File: src/rtl/edge_irq_latch.sv
// edge_irq_latch
// Per-channel edge/level event latch with an optional glitch filter,
// sticky pending flags, a rising-edge acknowledge and a masked,
// lowest-index-first interrupt request. All state moves on the falling
// edge of clk.
module edge_irq_latch #(
  parameter int CHANNELS = 4,
  parameter int FILTER   = 0,
  parameter int IDW      = (CHANNELS > 1) ? $clog2(CHANNELS) : 1
) (
  input  logic                  clk,
  input  logic                  rst_n,
  input  logic [CHANNELS-1:0]   trigger,
  input  logic [2*CHANNELS-1:0] mode,
  input  logic [CHANNELS-1:0]   clear,
  input  logic [CHANNELS-1:0]   enable,
  output logic [CHANNELS-1:0]   pending,
  output logic                  irq,
  output logic [IDW-1:0]        irq_id
);

  localparam logic [1:0] MODE_FALL = 2'b00;
  localparam logic [1:0] MODE_RISE = 2'b01;
  localparam logic [1:0] MODE_BOTH = 2'b10;
  localparam logic [1:0] MODE_LOW  = 2'b11;

  // Terminal count of the filter counter; unused when FILTER is 0.
  localparam int         FILT_M1 = (FILTER > 0) ? FILTER - 1 : 0;
  localparam logic [3:0] CNT_TC  = FILT_M1[3:0];

  logic [CHANNELS-1:0]      filt;
  logic [CHANNELS-1:0]      hist;
  logic [CHANNELS-1:0]      clr_q;
  logic [CHANNELS-1:0][3:0] cnt;
  logic                     primed;

  logic [CHANNELS-1:0]      filt_nxt;
  logic [CHANNELS-1:0][3:0] cnt_nxt;
  logic [CHANNELS-1:0]      chg;
  logic [CHANNELS-1:0]      set_c;
  logic [CHANNELS-1:0]      clr_ev;
  logic [CHANNELS-1:0]      active;

  // Next filtered level, change detection and per-mode set/clear conditions.
  always_comb begin
    filt_nxt = filt;
    cnt_nxt  = cnt;
    chg      = '0;
    set_c    = '0;
    clr_ev   = '0;
    for (int i = 0; i < CHANNELS; i++) begin
      if (FILTER == 0) begin
        filt_nxt[i] = trigger[i];
      end else if (trigger[i] != filt[i]) begin
        if (cnt[i] == CNT_TC) begin
          filt_nxt[i] = trigger[i];
          cnt_nxt[i]  = 4'd0;
        end else begin
          cnt_nxt[i]  = cnt[i] + 4'd1;
        end
      end else begin
        cnt_nxt[i] = 4'd0;
      end

      chg[i] = filt_nxt[i] ^ hist[i];

      case (mode[2*i +: 2])
        MODE_FALL: set_c[i] = chg[i] & ~filt_nxt[i];
        MODE_RISE: set_c[i] = chg[i] &  filt_nxt[i];
        MODE_BOTH: set_c[i] = chg[i];
        MODE_LOW:  set_c[i] = ~filt_nxt[i];
        default:   set_c[i] = 1'b0;
      endcase

      clr_ev[i] = clear[i] & ~clr_q[i];
    end
  end

  // State registers; the first edge after reset only captures the line
  // levels so that a line sitting at its active level is not seen as an edge.
  always_ff @(negedge clk or negedge rst_n) begin
    if (!rst_n) begin
      filt    <= '1;
      hist    <= '1;
      clr_q   <= '1;
      cnt     <= '0;
      pending <= '0;
      primed  <= 1'b0;
    end else begin
      clr_q <= clear;
      if (!primed) begin
        filt   <= trigger;
        hist   <= trigger;
        cnt    <= '0;
        primed <= 1'b1;
      end else begin
        filt    <= filt_nxt;
        hist    <= filt_nxt;
        cnt     <= cnt_nxt;
        pending <= set_c | (pending & ~clr_ev);
      end
    end
  end

  // Masked request and lowest-index priority encode.
  always_comb begin
    active = pending & enable;
    irq    = |active;
    irq_id = '0;
    for (int i = CHANNELS - 1; i >= 0; i--) begin
      if (active[i]) irq_id = IDW'(i);
    end
  end

endmodule

File: config.mk
export PLATFORM = sky130hd
export DESIGN_NAME = edge_irq_latch
export DESIGN_NICKNAME = d
export VERILOG_FILES = /design/src/rtl/edge_irq_latch.sv
export SDC_FILE = /design/constraint.sdc
export NUM_CORES = 1
export LEC_CHECK = 0
export CORE_MARGIN = 1
export CORE_UTILIZATION = 41
export CTS_CLUSTER_DIAMETER = 120
export DETAILED_ROUTE_END_ITERATION = 16
export MAX_ROUTING_LAYER = met4
export PLACE_DENSITY = 0.87
export SLEW_MARGIN = 5
export SYNTH_ARGS = -nofsm -noshare
export SYNTH_HDL_FRONTEND = slang
export SYNTH_SLANG_ARGS = --single-unit
File: constraint.sdc
create_clock -name clk -period 2.7 [get_ports clk]
set_input_delay 0.54 -clock clk [delete_from_list [all_inputs] [get_ports clk]]
set_output_delay 0.54 -clock clk [all_outputs]
set_load 0.005 [all_outputs]
==> results of run 1 <==
flip-flops by register name, indices dropped and copies added (netlist names):
register,count
clr_q,4
primed,1
pending,4
hist,4
per-stage QoR:
stage	hold WS (ns)	util, %	setup slack [ns]	total power, mW	area [um^2]
after floorplan	0.492	-	0.0778	0.294	581
final	0.554	79.1	-0.444	0.572	1030
after global routing	0.573	79.1	-0.501	0.609	1030
after CTS	0.548	80.5	-0.399	0.576	1050
after detailed placement	0.569	71.3	-0.417	0.397	927
after global placement	0.561	71.3	-0.387	0.393	927
power by group through the flow:
stage	clock network (mW)	registers, mW	logic, mW
2_1_floorplan	0.0206	0.234	0.0402
3_3_place_gp	0.0206	0.232	0.140
3_5_place_dp	0.0206	0.233	0.143
4_1_cts	0.166	0.229	0.181
5_1_grt	0.189	0.232	0.187
6_report	0.165	0.231	0.176
repair_timing:
item / CTS / global route
setup buffers: 10 / 1
endpoints found under the setup margin: 11 / 8
pin swaps: 6 / 6
gates resized for setup: 42 / 4
hold buffers: 0 / 0
endpoints found under the hold margin: 0 / 0
synthesized netlist by cell type:
library cell	count
clkbuf_2	1
dfrtn_1	5
nand2b_1	4
inv_1	1
a22oi_1	2
nor2b_1	1
dfstp_2	8
a22o_1	4
o22ai_1	4
a21oi_1	1
conb_1	1
mux2i_1	4
a32oi_1	1
xnor2_1	4
nand2_1	2
nand3b_1	4
per-layer routing:
metal,vias up,part of all wire (%)
met5,-,0
met4,0,1.4
met3,2,4.3
met2,23,59
met1,283,35
li1,276,-
cells by family after synthesis:
| logic type | Yosys count | share of synthesized area, % |
|---|---|---|
| DFF | 13 | 57.8 |
| and+or+nand+nor | 11 | 11.9 |
| other | 1 | 0.646 |
| buffers and inverters | 2 | 1.51 |
| AOI/OAI and AO/OA | 12 | 15.3 |
| muxes | 4 | 6.90 |
| xor gates and xnor gates | 4 | 6.03 |
worst min-delay path: stages, from the launching register on:
cell and delay [ns]:
dfrtn_1 0.42, buf_6 0.11, a22o_1 0.11
worst max-delay path by stage:
stage,end,start,depth (start not counted)
after floorplan,irq_id[1],pending[1],2
after global placement,irq_id[1],pending[1],3
after detailed placement,pending[0],mode[0],4
after CTS,irq_id[1],pending[2],5
after global routing,irq_id[1],pending[2],5
final,irq_id[1],pending[2],5
area by class of cell:
type / instances / share of cell area, %
repair buffers: 41 / 36.2
multi-input cells: 32 / 23.9
clock buffers: 4 / 2.55
well taps: 15 / 1.82
flip-flops and latches: 13 / 32.6
clock inverters: 8 / 2.92
==> out/results.tsv, run 1 <==
stage	metric	value	unit
place	place_inst	96	
place	io_buffers	28	
floorplan	core_region_area	1300	um^2
clock_tree	cts_buffers	3	
pwr	p_leak	0.493	nW
grt	use_met1	24.8	%
floorplan	dieArea	1570	um^2
setup_path	r2r-start	hist[0]	
timing	final_max_slew_viol_count	0	
drt	viasPerCell	5.17	
synthesis	synth_sequential_area_ratio	57.8	%
drt	vias	584	
synthesis	synthCells	47	
drt	wl_per_cell	14.8	um
clock_tree	cts_sinks	13	
drt	drt-total-wl	1680	um
grt	gr-usage-met2	45.1	%
timing	fin_worst_skew	0.0612	ns
setup_path	start_kind	flip-flop	
layout	fill_cells	94	
drt	firstDrtPassIters	5	
drt	drt_iter0_markers	11	
setup_path	critPathBufInv	3	
pwr	p_sw_share	29.0	%
clock_tree	path_clk_slew	0.06	ns
clock_tree	cts-root-buf	clkbuf_4	
floorplan	die_h	39.6	um
setup_path	cp_slowest_stage_delay	0.37	ns
grt	grt_pass1_wl	2320	um
pwr	pwr-share-clk	28.8	%
setup_path	cp-end-kind	output pin	
layout	seq_area	335	um^2
place	dpl.hpwl	1000	um
layout	multi_input_area	246	um^2
drt	drc	0	
grt	top_usage_layer	met2	
worst_hold_path	hold_start	pending[3]	
outcome	violations	setup timing	
synthesis	yosys_warnings	0	
layout	area_growth	77.4	%
pwr	power_frac_seq	40.3	%
setup_path	worstRegToRegCells	3	
grt	grt_max_degree	14	
worst_hold_path	hold_depth	2	
grt	grtUsageTotal	23.4	%
synthesis	syn_avg_cell_area	12.4	um^2
synthesis	syn_area	581	um^2
layout	mostFrequentLayoutCell	clkdlybuf4s50_1	
outcome	status	finished, violations left	
clock_tree	cts_tree	done	
layout	final_layout_size_suffix_gt1_share	33.7	%
layout	nets	121	
setup_path	slowest_stage	dfrtn_1	
pwr	p_int	0.406	mW
synthesis	synth_nets	69	
clock_tree	clk_path_buf_depth	2	
timing	setup_viol	7	
grt	antenna_found_initial	0	
grt	use_met3	3.41	%
setup_path	cp.required	2.16	ns
grt	overflow	0	
worst_hold_path	hold-path-endpoint	pending[3]	
floorplan	rows	13	
timing	worst_slack	-0.444	ns
grt	grt_pass1_vias	583	
setup_path	crit_path_cell_trace	buf_6 > a22oi_2 > buf_4 > nor2b_1 > buf_2	
worst_hold_path	holdCritPathClass	flip-flop to flip-flop	
pwr	vdd_drop_max	352	uV
floorplan	start_util	44.6	%
timing	rsz0062_at_grt	yes	
timing	finalHoldViolCount	0	
clock_tree	clk_latency	0.34	ns
floorplan	die_w	39.6	um
synthesis	yosysTopAreaCellShare	36.2	%
setup_path	crit_type	flip-flop to output pin	
floorplan	num_io_pins	29	
setup_path	r2r-end	pending[0]	
pwr	p_sw	0.166	mW
run	cap_violations	0	
setup_path	critical_path.max_fanout	3	
setup_path	cp.arrival	2.60	ns
timing	tns	-1.60	ns
layout	final_cell_mix	clkdlybuf4s50_1 (13), buf_4 (10), inv_1 (8), dfstp_2 (8)	
setup_path	crit_family	buffers and inverters	
layout	stdcell_count	113	
pwr	power_density	555	nW/um^2
synthesis	ys_seq_elements	13	
layout	diodes	0	
drt	ant_nets	0	
synthesis	yosysUniqueCellTypes	16	
place	place_congestion	0.667	
setup_path	rrSetupSlack	1.55	ns
synthesis	synth_area_leaders	dfstp_2 (36%), dfrtn_1 (22%), mux2i_1 (6.9%)	
clock_tree	htree_num_levels	1	
synthesis	synth_largest_area_cell	dfstp_2	
pwr	pwr-share-comb	30.9	%
Note: power is estimated with default switching activity, not from simulation.
==> run 2, diff against run 1 <==
- HOLD_SLACK_MARGIN: unset -> 0.15
==> results of run 2 <==
Same layout as run 1: the final DEF is identical, and so are final timing and power.
==> run 3, diff against run 2 <==
- REMOVE_ABC_BUFFERS: unset -> 1
==> run 3 against run 2 <==
The run still ends with setup timing left; critical path depth did not move; sequential share of layout area fell by 1.7 points; die area did not move; clock-buffer cell count fell by 1; total power rose by 5.0%; largest power group unchanged; highest routed layer unchanged.
==> out/results.tsv, run 3 (synthesis gave the netlist of run 1 again) <==
stage	metric	value	unit	change
drt	ant_nets	0		unchanged
drt	drt_iter0_markers	17		+6
layout	final_layout_size_suffix_gt1_share	38.6	%	+4.9 points
setup_path	critical_path.max_fanout	2		-1
layout	stdcell_count	116		+2.7%
setup_path	r2r-end	pending[3]		
setup_path	cp-endpoint	irq		
clock_tree	htree_num_levels	1		unchanged
clock_tree	clk_path_buf_depth	2		unchanged
clock_tree	path_clk_slew	0.06	ns	about the same
pwr	power_density	552	nW/um^2	-0.55%
pwr	p_int	0.424	mW	+4.4%
setup_path	cp.arrival	2.58	ns	-0.02 ns
grt	grt_max_degree	14		unchanged
layout	diodes	0		unchanged
setup_path	cp-end-kind	output pin		
grt	grtUsageTotal	25.4	%	+2.0 points
drt	wl_per_cell	13.7	um	-7.5%
setup_path	cp.required	2.16	ns	about the same
pwr	power_frac_seq	38.5	%	-1.8 points
outcome	violations	setup timing		
place	io_buffers	28		unchanged
setup_path	worstRegToRegCells	3		unchanged
timing	fin_worst_skew	0.0667	ns	+0.00550 ns
drt	drc	0		unchanged
layout	fin_util	83.6	%	+4.4 points
floorplan	rows	13		unchanged
grt	antenna_found_initial	0		unchanged
place	place_congestion	0.688		+3.1%
place	dpl.hpwl	1020	um	+1.2%
setup_path	crit_path_start	pending[1]		
layout	fill_cells	83		-12%
worst_hold_path	holdCritPathClass	flip-flop to flip-flop		
pwr	p_sw_share	29.4	%	+0.39 points
run	cap_violations	0		unchanged
pwr	p_sw	0.177	mW	+6.4%
floorplan	dieArea	1570	um^2	unchanged
outcome	status	finished, violations left		
layout	final_cell_mix	clkdlybuf4s50_1 (13), buf_6 (12), buf_4 (9)		
pwr	vdd_drop_max	470	uV	+33%
layout	mostFrequentLayoutCell	clkdlybuf4s50_1		
grt	overflow	0		unchanged
drt	vias	563		-3.6%
clock_tree	clk_latency	0.35	ns	about the same
timing	finalHoldViolCount	0		unchanged
layout	area_growth	87.3	%	
grt	grt_pass1_vias	556		-4.6%
layout	nets	124		+2.5%
grt	grt_pass1_wl	2370	um	+2.1%
timing	worst_slack	-0.419	ns	+0.0252 ns
floorplan	die_w	39.6	um	unchanged
drt	viasPerCell	4.85		-6.1%
setup_path	rrSetupSlack	1.57	ns	+0.02 ns
drt	firstDrtPassIters	2		-3
pwr	p_leak	0.517	nW	+4.8%
floorplan	die_h	39.6	um	unchanged
pwr	pwr-share-comb	34.2	%	+3.3 points
setup_path	start_kind	flip-flop		
floorplan	core_region_area	1300	um^2	unchanged
clock_tree	cts_buffers	3		unchanged
clock_tree	cts_sinks	13		unchanged
floorplan	start_util	44.6	%	unchanged
place	place_inst	96		unchanged
pwr	pwr-share-clk	27.3	%	-1.5 points
clock_tree	cts-root-buf	clkbuf_4		
timing	final_max_slew_viol_count	0		unchanged
layout	top_regs	clr_q: 4 flops, hist: 4 flops, pending: 4 flops		
clock_tree	cts_tree	done		
drt	drt-total-wl	1590	um	-5.0%
floorplan	num_io_pins	29		unchanged
timing	rsz0062_at_grt	yes		
setup_path	crit_type	flip-flop to output pin		
setup_path	r2r-start	hist[3]		
timing	setup_viol	7		unchanged
==> run 3: final cells by class <==
type                            instances  area (um^2)  share of cell area (%)
Clock buffer                            3         22.5                    2.07
Clock inverter                          9         33.8                    3.11
Multi-Input combinational cell         32          260                    23.9
Sequential cell                        13          335                    30.8
Tap cell                               15         18.8                    1.73
Timing Repair Buffer                   44          417                    38.3
==> run 3: power groups by stage <==
stage | sequential [mW] | clock (mW) | combinational, mW
global placement | 0.232 | 0.0206 | 0.141
finish | 0.231 | 0.164 | 0.205
global route | 0.233 | 0.185 | 0.219
floorplan | 0.235 | 0.0206 | 0.0385
CTS | 0.230 | 0.166 | 0.190
detailed placement | 0.233 | 0.0206 | 0.144
==> run 3: worst max-delay path, cell delays in order, from the launching register on <==
cell and delay (ns):
dfrtn_1 0.35, buf_6 0.12, a22oi_2 0.18, buf_4 0.14, nand2_2 0.04, buf_6 0.11
==> run 3: how the worst min path moves through the flow <==
stage | start | endpoint | slack, ns | cells past startpoint
2_1_floorplan | pending[3] | pending[3] | 0.49 | 1
3_3_place_gp | primed | pending[3] | 0.56 | 2
3_5_place_dp | primed | pending[3] | 0.57 | 2
4_1_cts | pending[1] | pending[1] | 0.55 | 2
5_1_grt | pending[1] | pending[1] | 0.59 | 2
6_report | primed | pending[3] | 0.58 | 2
==> run 3: routing by layer <==
metal / global-route usage, % / routed length [um]
met5: - / 0
met1: 28.7 / 668
met3: 3.41 / 47
met4: 10.3 / 14
met2: 44.7 / 861
==> run 3: through the flow <==
step           power, mW  hold slack, ns  area (um^2)  setup WS [ns]  setup TNS [ns]
2_1_floorplan      0.294           0.492          576         0.0778               0
5_1_grt            0.637           0.592         1090         -0.475           -2.10
3_5_place_dp       0.398           0.568          927         -0.462           -3.50
4_1_cts            0.587           0.551         1060         -0.410           -1.79
6_report           0.601           0.577         1090         -0.419           -1.82
3_3_place_gp       0.393           0.562          927         -0.370           -3.23
==> run 3: what timing repair did <==
item,4_1_cts,5_1_grt
resized for setup,49,6
hold buffers,0,0
pin swaps,4,1
endpoints found under the setup margin,11,8
buffers inserted,9,3
